File: config.mk
export PLATFORM = sky130hd
export DESIGN_NAME = morse_keyer
export DESIGN_NICKNAME = d
export VERILOG_FILES = /design/src/rtl/morse_pkg.sv /design/src/rtl/morse_rom.sv /design/src/rtl/morse_keyer.sv
export SDC_FILE = /design/constraint.sdc
export NUM_CORES = 1
export LEC_CHECK = 0
export BUFFER_PORTS_ARGS = -buffer_cell sky130_fd_sc_hd__buf_2
export CELL_PAD_IN_SITES_DETAIL_PLACEMENT = 0
export CELL_PAD_IN_SITES_GLOBAL_PLACEMENT = 2
export CORE_UTILIZATION = 37
export DETAILED_ROUTE_END_ITERATION = 16
export GPL_TIMING_DRIVEN = 0
export PLACE_DENSITY = 0.84
export SETUP_SLACK_MARGIN = 0.1
export SLEW_MARGIN = 20
export SYNTH_ARGS = -nofsm -noshare
export SYNTH_HDL_FRONTEND = slang
export SYNTH_SLANG_ARGS = --single-unit
export TNS_END_PERCENT = 50
File: constraint.sdc
create_clock -name CLOCK -period 2.3 [get_ports CLOCK]
set_input_delay 0.115 -clock CLOCK [delete_from_list [all_inputs] [get_ports CLOCK]]
set_output_delay 0.115 -clock CLOCK [all_outputs]
set_load 0.02 [all_outputs]
File: src/rtl/morse_pkg.sv
// morse_pkg: shared keyer states, character codes and limits; MORSE_SPACE_EN makes code 36 (word space) valid
package morse_pkg;
  typedef enum logic [2:0] {IDLE, MARK, EGAP, LGAP, WGAP} state_t;
  localparam logic [5:0] CH_A = 6'd0;
  localparam logic [5:0] CH_0 = 6'd26;
  localparam logic [5:0] CH_SPACE = 6'd36;
`ifdef MORSE_SPACE_EN
  localparam logic [5:0] CH_MAX_VALID = 6'd36;
`else
  localparam logic [5:0] CH_MAX_VALID = 6'd35;
`endif
  localparam int MAX_LEN = 5;
endpackage

File: src/rtl/morse_rom.sv
// morse_rom: combinational code->Morse lookup; in_char[5:0] in, valid/len[2:0]/pat[4:0] out (pat MSB-first, 1=dash, left-aligned); space has len 0
module morse_rom
  import morse_pkg::*;
(
  input  logic [5:0] in_char,
  output logic       valid,
  output logic [2:0] len,
  output logic [4:0] pat
);
  always_comb begin
    {len, pat} = 8'h00;
    case (in_char)
      6'd0:  {len, pat} = {3'd2, 5'b01000};
      6'd1:  {len, pat} = {3'd4, 5'b10000};
      6'd2:  {len, pat} = {3'd4, 5'b10100};
      6'd3:  {len, pat} = {3'd3, 5'b10000};
      6'd4:  {len, pat} = {3'd1, 5'b00000};
      6'd5:  {len, pat} = {3'd4, 5'b00100};
      6'd6:  {len, pat} = {3'd3, 5'b11000};
      6'd7:  {len, pat} = {3'd4, 5'b00000};
      6'd8:  {len, pat} = {3'd2, 5'b00000};
      6'd9:  {len, pat} = {3'd4, 5'b01110};
      6'd10: {len, pat} = {3'd3, 5'b10100};
      6'd11: {len, pat} = {3'd4, 5'b01000};
      6'd12: {len, pat} = {3'd2, 5'b11000};
      6'd13: {len, pat} = {3'd2, 5'b10000};
      6'd14: {len, pat} = {3'd3, 5'b11100};
      6'd15: {len, pat} = {3'd4, 5'b01100};
      6'd16: {len, pat} = {3'd4, 5'b11010};
      6'd17: {len, pat} = {3'd3, 5'b01000};
      6'd18: {len, pat} = {3'd3, 5'b00000};
      6'd19: {len, pat} = {3'd1, 5'b10000};
      6'd20: {len, pat} = {3'd3, 5'b00100};
      6'd21: {len, pat} = {3'd4, 5'b00010};
      6'd22: {len, pat} = {3'd3, 5'b01100};
      6'd23: {len, pat} = {3'd4, 5'b10010};
      6'd24: {len, pat} = {3'd4, 5'b10110};
      6'd25: {len, pat} = {3'd4, 5'b11000};
      6'd26: {len, pat} = {3'd5, 5'b11111};
      6'd27: {len, pat} = {3'd5, 5'b01111};
      6'd28: {len, pat} = {3'd5, 5'b00111};
      6'd29: {len, pat} = {3'd5, 5'b00011};
      6'd30: {len, pat} = {3'd5, 5'b00001};
      6'd31: {len, pat} = {3'd5, 5'b00000};
      6'd32: {len, pat} = {3'd5, 5'b10000};
      6'd33: {len, pat} = {3'd5, 5'b11000};
      6'd34: {len, pat} = {3'd5, 5'b11100};
      6'd35: {len, pat} = {3'd5, 5'b11110};
      default: {len, pat} = 8'h00;
    endcase
    valid = in_char <= CH_MAX_VALID;
  end
endmodule

File: src/rtl/morse_keyer.sv
// morse_keyer: valid/ready char in (CLOCK, reset, in_valid, in_char[5:0], in_ready) -> Morse keying (key), busy, err pulse on bad code; MORSE_SPACE_EN enables 4-unit word space
module morse_keyer
  import morse_pkg::*;
#(
  parameter int UNIT_CYCLES = 12500000,
  parameter int CNT_W = $clog2(UNIT_CYCLES*3+1)
) (
  input  logic       CLOCK,
  input  logic       reset,
  input  logic       in_valid,
  input  logic [5:0] in_char,
  output logic       in_ready,
  output logic       key,
  output logic       busy,
  output logic       err
);
  localparam logic [CNT_W-1:0] U1 = CNT_W'(UNIT_CYCLES);
  localparam logic [CNT_W-1:0] U3 = CNT_W'(3*UNIT_CYCLES);
  localparam logic [CNT_W-1:0] ONE = CNT_W'(1);
  state_t state, state_n;
  logic [CNT_W-1:0] dur, dur_n;
  logic [4:0] sh, sh_n, rom_pat;
  logic [2:0] cnt, cnt_n, rom_len;
  logic key_n, err_n, rom_valid, accept, last;
  morse_rom u_rom (.in_char(in_char), .valid(rom_valid), .len(rom_len), .pat(rom_pat));
  assign in_ready = state == IDLE;
  assign busy = state != IDLE;
  assign accept = in_valid & in_ready;
  assign last = dur == ONE;
  always_comb begin
    state_n = state;
    dur_n = state == IDLE ? dur : dur - ONE;
    sh_n = sh;
    cnt_n = cnt;
    key_n = key;
    err_n = 1'b0;
    case (state)
      IDLE: if (accept) begin
        if (!rom_valid) err_n = 1'b1;
`ifdef MORSE_SPACE_EN
        else if (in_char == CH_SPACE) begin
          state_n = WGAP;
          dur_n = U1;
          cnt_n = 3'd4;
        end
`endif
        else begin
          state_n = MARK;
          sh_n = rom_pat;
          cnt_n = rom_len;
          dur_n = rom_pat[4] ? U3 : U1;
          key_n = 1'b1;
        end
      end
      MARK: if (last) begin
        key_n = 1'b0;
        state_n = cnt != 3'd1 ? EGAP : LGAP;
        dur_n = cnt != 3'd1 ? U1 : U3;
      end
      EGAP: if (last) begin
        state_n = MARK;
        key_n = 1'b1;
        sh_n = sh << 1;
        cnt_n = cnt - 3'd1;
        dur_n = sh[3] ? U3 : U1;
      end
      LGAP: if (last) state_n = IDLE;
`ifdef MORSE_SPACE_EN
      WGAP: if (last) begin
        cnt_n = cnt - 3'd1;
        dur_n = U1;
        state_n = cnt == 3'd1 ? IDLE : WGAP;
      end
`endif
      default: state_n = IDLE;
    endcase
  end
  always_ff @(posedge CLOCK) begin
    if (reset) begin
      state <= IDLE;
      dur <= '0;
      sh <= '0;
      cnt <= '0;
      key <= 1'b0;
      err <= 1'b0;
    end else begin
      state <= state_n;
      dur <= dur_n;
      sh <= sh_n;
      cnt <= cnt_n;
      key <= key_n;
      err <= err_n;
    end
  end
endmodule
---- After elaboration in Yosys (flattened, before gate mapping) ----
Memories as Yosys holds them, arrays and structs flattened.
Index checks and enable logic that the tools add are counted.
cells by class
  $lt $le $gt $ge ......................... 1
  reductions and logical operators ........ 8
  add/subtract/negate cells ............... 2
  eq/ne operators ......................... 10
  bitwise logic cells ..................... 3
  multiplexer cells ....................... 30
operators with widths
  kind                   count
  $mux 26                8
  $pmux 26 s3            1
  $eq 26x1->1 const B    1
  $sub 26x1->26 const B  1
  $mux 3                 8
  $mux 4                 3
  $pmux 3 s4             1
  $reduce_and 5->1       2
  $pmux 4 s2             1
  $eq 3x2->1 const B     2
  $le 6x6->1 const B     1
  $mux 1                 6
  $ne 2x2->1 const B     3
  $pmux 3 s2             1
  $reduce_bool 3->1      2
  $ne 2x1->1 const B     2
  $reduce_and 4->1       1
  $eq 3x1->1 const B     1
  $logic_not 3->1        1
  $ne 3x1->1 const B     1
  $pmux 1 s3             1
  $reduce_or 3->1        1
  $sub 3x1->3 const B    1
  $not 1->1              2
  other kinds (2)        2
word-level totals
  register bits ........................... 38
  memory bits (read-only) ................. 512
  memories kept ........................... 1
memory list
  memory           words  bits a word  read ports  clocked after memory_dff  wr ports  RTL line         source
  (no name shown)  64     8            1           0                         0         morse_rom.sv:12  case (in_char)

---- Longest topological paths before layout ----
  word-level depth ........................ 5
  mapped depth ............................ 9

---- By module ----
A second synthesis with hierarchy kept.
second synthesis, totals
  cell total of the unflattened synthesis .. 307
  area total of the unflattened synthesis .. 2553.7 µm²
modules (own cells, without submodules)
  module       sequential area each (µm²)  area an instance (µm²)  cells each  instances
  morse_keyer  740.7                       1956.9                  229         1
  morse_rom    0.0                         596.8                   78          1

---- Worst setup path after synthesis ----
Ideal clock, no wire load.
  kind .................................... reg-to-reg
  start ................................... register state[0]
  end ..................................... register dur[0]
  cell stages (with the launch flop) ...... 10
  required time ........................... 2183 ps
  clock period less this slack ............ 1983 ps
  arrival ................................. 1866 ps
  slack ................................... 317 ps
  path through ............................ dfxtp_1 -> or2_1 -> buf_2 -> inv_1 -> buf_2 -> nor4_1 -> o21ai_2 -> nand2b_1 -> buf_2 -> nor2_1
between the ends
  cells in the longest elaborated chain, start to end .. 5
  elaborated cells between the ends (all ways) .. 10
  those cells by class .................... eq/ne: 2; mux: 6; bitwise: 1; reduce/logical: 1
ends and longest elaborated chain
  element                 RTL line           source
  from (decl)             morse_keyer.sv:20  state_t state, state_n;
  from (signal assigned)  morse_keyer.sv:87  state <= state_n;
  $logic_not 3->1 (*)     morse_keyer.sv:26  assign in_ready = state == IDLE;
  via in_ready            morse_keyer.sv:12  output logic in_ready,
  $mux 26                 morse_keyer.sv:32  dur_n = state == IDLE ? dur : dur - ONE;
  $mux 26                 morse_keyer.sv:39  if (!rom_valid) err_n = 1'b1;
  $mux 26                 morse_keyer.sv:38  IDLE: if (accept) begin
  $pmux 26 s3 (*)         morse_keyer.sv:37  case (state)
  to (signal assigned)    morse_keyer.sv:88  dur <= dur_n;
  to (decl)               morse_keyer.sv:21  logic [CNT_W-1:0] dur, dur_n;
The timed path passes the listed nets; every way through them passes the cells marked *.
A chain may end at the register's enable or synchronous reset.

---- Worst setup path in the final report ----
  start ................................... register state[0]
  end ..................................... register dur[11]
between the ends
  cells in the longest elaborated chain, start to end .. 5
  elaborated cells between the ends (all ways) .. 10
  those cells by class .................... eq/ne: 2; mux: 6; bitwise: 1; reduce/logical: 1
ends and longest elaborated chain
  element          RTL line
  $logic_not 3->1  morse_keyer.sv:26, morse_keyer.sv:32, morse_keyer.sv:37
  $mux 26          morse_keyer.sv:32
  $mux 26          morse_keyer.sv:39
  $mux 26          morse_keyer.sv:38
  $pmux 26 s3 (*)  morse_keyer.sv:37
Mark *: on every way between the ends. The rest lies on a longest branch, timed or not.

==> impl_metrics.xml <==
<?xml version="1.0" encoding="UTF-8"?>
<metrics>
  <group name="die">
    <metric name="floorplan.die.height" unit="um">85.3</metric>
    <metric name="initial_core_util" unit="%">39.3</metric>
    <metric name="row_count" unit="">29</metric>
    <metric name="die_x" unit="um">85.3</metric>
    <metric name="fp.coreArea" unit="mm2">0.00653</metric>
    <metric name="io_pins" unit="">13</metric>
    <metric name="die_area" unit="mm2">0.00728</metric>
  </group>
  <group name="yosys">
    <metric name="synth_top_cell_area_share" unit="%">28.8</metric>
    <metric name="post_synthesis_sequential_area_ratio" unit="%">28.8</metric>
    <metric name="warnings_synthesis" unit="">0</metric>
    <metric name="avgSynthCellArea" unit="um2">8.28</metric>
    <metric name="synthesis.nets" unit="">328</metric>
    <metric name="yosys.area.top_type" unit="">sky130_fd_sc_hd__dfxtp_1</metric>
    <metric name="synth-edff-count" unit="">0</metric>
    <metric name="ys_top_cells_by_count" unit="">sky130_fd_sc_hd__dfxtp_1, sky130_fd_sc_hd__nor2_1, sky130_fd_sc_hd__a21oi_1, sky130_fd_sc_hd__xnor2_1, sky130_fd_sc_hd__nand2_1</metric>
    <metric name="synth_cells" unit="">310</metric>
    <metric name="synth.area.top_cells" unit="">sky130_fd_sc_hd__dfxtp_1, sky130_fd_sc_hd__xnor2_1, sky130_fd_sc_hd__a21oi_1</metric>
    <metric name="synth_cell_types" unit="">63</metric>
    <metric name="yosys_register_bits" unit="">37</metric>
    <metric name="syn-cell-area" unit="mm2">0.00257</metric>
    <metric name="synth_ff_type" unit="">sky130_fd_sc_hd__dfxtp_1</metric>
    <metric name="async_set_or_reset_register_ratio_after_synthesis" unit="%">0</metric>
  </group>
  <group name="timing">
    <metric name="setup_total_negative_slack" unit="ns">0</metric>
    <metric name="rsz0062_at_grt" unit="">true</metric>
    <metric name="relSlewSlack" unit="%">59.0</metric>
    <metric name="hold_viol" unit="">0</metric>
    <metric name="final_critical_path_setup_slack" unit="ns">0.269</metric>
    <metric name="setup_violations" unit="">0</metric>
    <metric name="fin_crit" unit="ns">2.03</metric>
    <metric name="slew_viol_final" unit="">0</metric>
    <metric name="timing_worst_slew_pin_value" unit="ns">0.613</metric>
    <metric name="clock.fmax" unit="MHz">492</metric>
    <metric name="min_period_over_period" unit="%">88.3</metric>
    <metric name="timing.clock.skew" unit="ns">0.00892</metric>
  </group>
  <group name="routing">
    <metric name="totalWireLength" unit="mm">6.37</metric>
    <metric name="num_vias" unit="">2257</metric>
    <metric name="detail_route.drc_violations" unit="">0</metric>
    <metric name="route.antenna.remaining_nets" unit="">0</metric>
    <metric name="drt_first_pass_iters" unit="">4</metric>
    <metric name="drt_first_iter_violations" unit="">67</metric>
    <metric name="detail_route.wl_per_cell" unit="um">15.5</metric>
    <metric name="avgViaCountPerCell" unit="">5.48</metric>
  </group>
  <group name="setup_path">
    <metric name="critical-path-top-delay-family" unit="">simple AND/OR/NAND/NOR gates</metric>
    <metric name="worstReg2RegStart" unit="">state[0]$_SDFFE_PP0P_</metric>
    <metric name="critical_path.max_fanout" unit="">9</metric>
    <metric name="reg2regPathDepth" unit="">7</metric>
    <metric name="critPathCaptureType" unit="">flip-flop</metric>
    <metric name="setup.worst_path.start_class" unit="">flip-flop</metric>
    <metric name="timing.critical_path.cells" unit="">or2_1, buf_2, nand4_4, nor4_1, xnor2_1, a22oi_1, o21a_1</metric>
    <metric name="ff2ff_setup_slack" unit="ns">0.27</metric>
    <metric name="critPathRequiredTime" unit="ns">2.48</metric>
    <metric name="critical-path-slowest-cell" unit="">sky130_fd_sc_hd__dfxtp_1</metric>
    <metric name="worstPathBufferInverterCount" unit="">1</metric>
    <metric name="critPathKind" unit="">reg2reg</metric>
    <metric name="critPathArrivalTime" unit="ns">2.21</metric>
    <metric name="crit_path_max_incr_delay" unit="ns">0.42</metric>
    <metric name="regToRegEndpoint" unit="">dur[11]$_SDFF_PP0_</metric>
  </group>
  <group name="global_routing">
    <metric name="use_met3" unit="%">2.92</metric>
    <metric name="first_global_vias" unit="">2129</metric>
    <metric name="wire_length_of_the_first_global_routing_pass" unit="mm">10.6</metric>
    <metric name="globalRoute.totalOverflow" unit="">0</metric>
    <metric name="groute.layer.met2.usage" unit="%">31.6</metric>
    <metric name="met1_track_usage_gr" unit="%">24.6</metric>
    <metric name="grt_antenna_before_repair" unit="">0</metric>
    <metric name="grt.total_usage" unit="%">18.5</metric>
    <metric name="grt_max_degree" unit="">13</metric>
    <metric name="grt.busiest_layer" unit="">met2</metric>
  </group>
  <group name="finish">
    <metric name="area_growth_syn_to_layout" unit="%">14.5</metric>
    <metric name="insertedDiodeCount" unit="">0</metric>
    <metric name="final_layout_size_suffix_gt1_share" unit="%">19.1</metric>
    <metric name="layout.core_utilization" unit="%">45.0</metric>
    <metric name="nets" unit="">352</metric>
    <metric name="layout.cells.non_filler" unit="">412</metric>
  </group>
  <group name="outcome">
    <metric name="status" unit="">finished clean</metric>
  </group>
  <group name="run">
    <metric name="max-cap-violations" unit="">0</metric>
  </group>
  <group name="min_path">
    <metric name="hp-class" unit="">in2reg</metric>
    <metric name="holdPathStages" unit="">3</metric>
    <metric name="hp-start" unit="">in_valid</metric>
    <metric name="min_delay_worst_endpoint" unit="">err$_SDFF_PP0_</metric>
  </group>
  <group name="power_and_ir_drop">
    <metric name="total_power" unit="uW">1860</metric>
    <metric name="leakagePower" unit="uW">0.00108</metric>
    <metric name="power.density" unit="mW/mm2">632</metric>
    <metric name="irDropWorstVdd" unit="V">0.000258</metric>
  </group>
  <group name="cts">
    <metric name="cts_made_buffers" unit="">5</metric>
    <metric name="cts_max_path_buffers" unit="">2</metric>
    <metric name="h-tree-depth" unit="">2</metric>
    <metric name="cts_tree" unit="">built</metric>
    <metric name="clock_latency" unit="ns">0.30</metric>
    <metric name="cts.sinks" unit="">37</metric>
    <metric name="holdBufCountCts" unit="">0</metric>
    <metric name="ctsRootBufferMaster" unit="">sky130_fd_sc_hd__clkbuf_8</metric>
    <metric name="clkTransAtPathRegs" unit="ns">0.09</metric>
  </group>
  <group name="placement">
    <metric name="place_congestion" unit="">0.797</metric>
    <metric name="placement.setup.worst_slack" unit="ns">-0.313</metric>
    <metric name="place.detailed.instances" unit="">396</metric>
    <metric name="place.detailed.hpwl" unit="mm">4.73</metric>
    <metric name="buffer_ports.inserted" unit="">9</metric>
  </group>
</metrics>
==> flip-flops by register name (all words and copies together), names as in the netlist <==
signal and flops:
err 1, cnt 3, sh 4, dur 26
state 2, key 1
==> how the worst max path moves through the flow <==
stage | slack [ns] | to | from | cells past startpoint
floorplan | 0.32 | dur[0]$_SDFF_PP0_ | state[0]$_SDFFE_PP0P_ | 9
global route | 0.08 | cnt[2]$_SDFFE_PP0P_ | dur[21]$_SDFF_PP0_ | 7
finish | 0.27 | dur[11]$_SDFF_PP0_ | state[0]$_SDFFE_PP0P_ | 7
detailed placement | -0.31 | dur[17]$_SDFF_PP0_ | in_char[1] | 10
global placement | -0.33 | dur[17]$_SDFF_PP0_ | in_char[1] | 10
CTS | 0.06 | sh[1]$_SDFFE_PP0P_ | dur[20]$_SDFF_PP0_ | 6
==> timing repair <==
item | CTS | global route
pin swaps | 1 | 6
setup endpoints to repair | 13 | 24
resized for setup | 5 | 5
setup buffers | 0 | 10
==> worst reg2reg max path, cell delays in order (launching register included) <==
cell	delay (ns)
sky130_fd_sc_hd__dfxtp_1	0.42
sky130_fd_sc_hd__or2_1	0.12
sky130_fd_sc_hd__buf_2	0.20
sky130_fd_sc_hd__nand4_4	0.24
sky130_fd_sc_hd__nor4_1	0.30
sky130_fd_sc_hd__xnor2_1	0.26
sky130_fd_sc_hd__a22oi_1	0.15
sky130_fd_sc_hd__o21a_1	0.22
==> final cells by class <==
cell class,count,area [um2]
Sequential cell,37,741
Inverter,11,41.3
Multi-Input combinational cell,244,1770
Buffer,16,80.1
Tap cell,77,96.3
Fill cell,685,3590
Timing Repair Buffer,19,120
Clock buffer,6,82.6
Clock inverter,2,13.8
==> cell usage in the layout, fill, tap and decap left out, types with 4 or more instances in the layout <==
cell type / instances
sky130_fd_sc_hd__nor2_1: 37
sky130_fd_sc_hd__dfxtp_1: 37
sky130_fd_sc_hd__a21oi_1: 28
sky130_fd_sc_hd__xnor2_1: 19
sky130_fd_sc_hd__nand2_1: 18
sky130_fd_sc_hd__buf_2: 14
sky130_fd_sc_hd__nor3_1: 12
sky130_fd_sc_hd__inv_1: 11
sky130_fd_sc_hd__buf_4: 11
sky130_fd_sc_hd__o21ai_0: 10
sky130_fd_sc_hd__ha_1: 9
sky130_fd_sc_hd__clkbuf_1: 8
sky130_fd_sc_hd__a211oi_1: 8
sky130_fd_sc_hd__clkbuf_8: 7
sky130_fd_sc_hd__nand2b_1: 7
sky130_fd_sc_hd__or3_1: 7
sky130_fd_sc_hd__nor4_1: 6
sky130_fd_sc_hd__nor4_4: 5
sky130_fd_sc_hd__nor2b_1: 5
sky130_fd_sc_hd__nand3_1: 4
sky130_fd_sc_hd__xor2_1: 4
sky130_fd_sc_hd__or2_2: 4
==> cell families after synthesis <==
logic type	after synthesis	synth area share (%)
buf+inv	29	4.92
xor+xnor	23	7.85
mux	5	2.97
fa+ha+maj	9	4.39
simple gates	127	29.7
flops	37	28.8
compound gates	80	21.3
==> through the flow <==
step | area, um2 | hold WS [ns]
final | 2940 | 0.112
after detailed placement | 2710 | 0.419
after global placement | 2710 | 0.416
after floorplan | 2570 | 0.233
after global routing | 2940 | 0.123
after CTS | 2840 | 0.109
==> metal layers <==
metal,part of all wire [%],up-vias
met2,48,20
met1,49,1071
met3,2.0,7
met4,1.1,0
met5,0,-
li1,-,1159
==> where the power goes <==
| part | total [uW] | switching, uW | internal (uW) |
|---|---|---|---|
| registers | 760 | 66.6 | 694 |
| clock network | 503 | 260 | 243 |
| logic | 594 | 330 | 264 |
| total | 1860 | 657 | 1200 |
(Power assumes the default switching activity.)
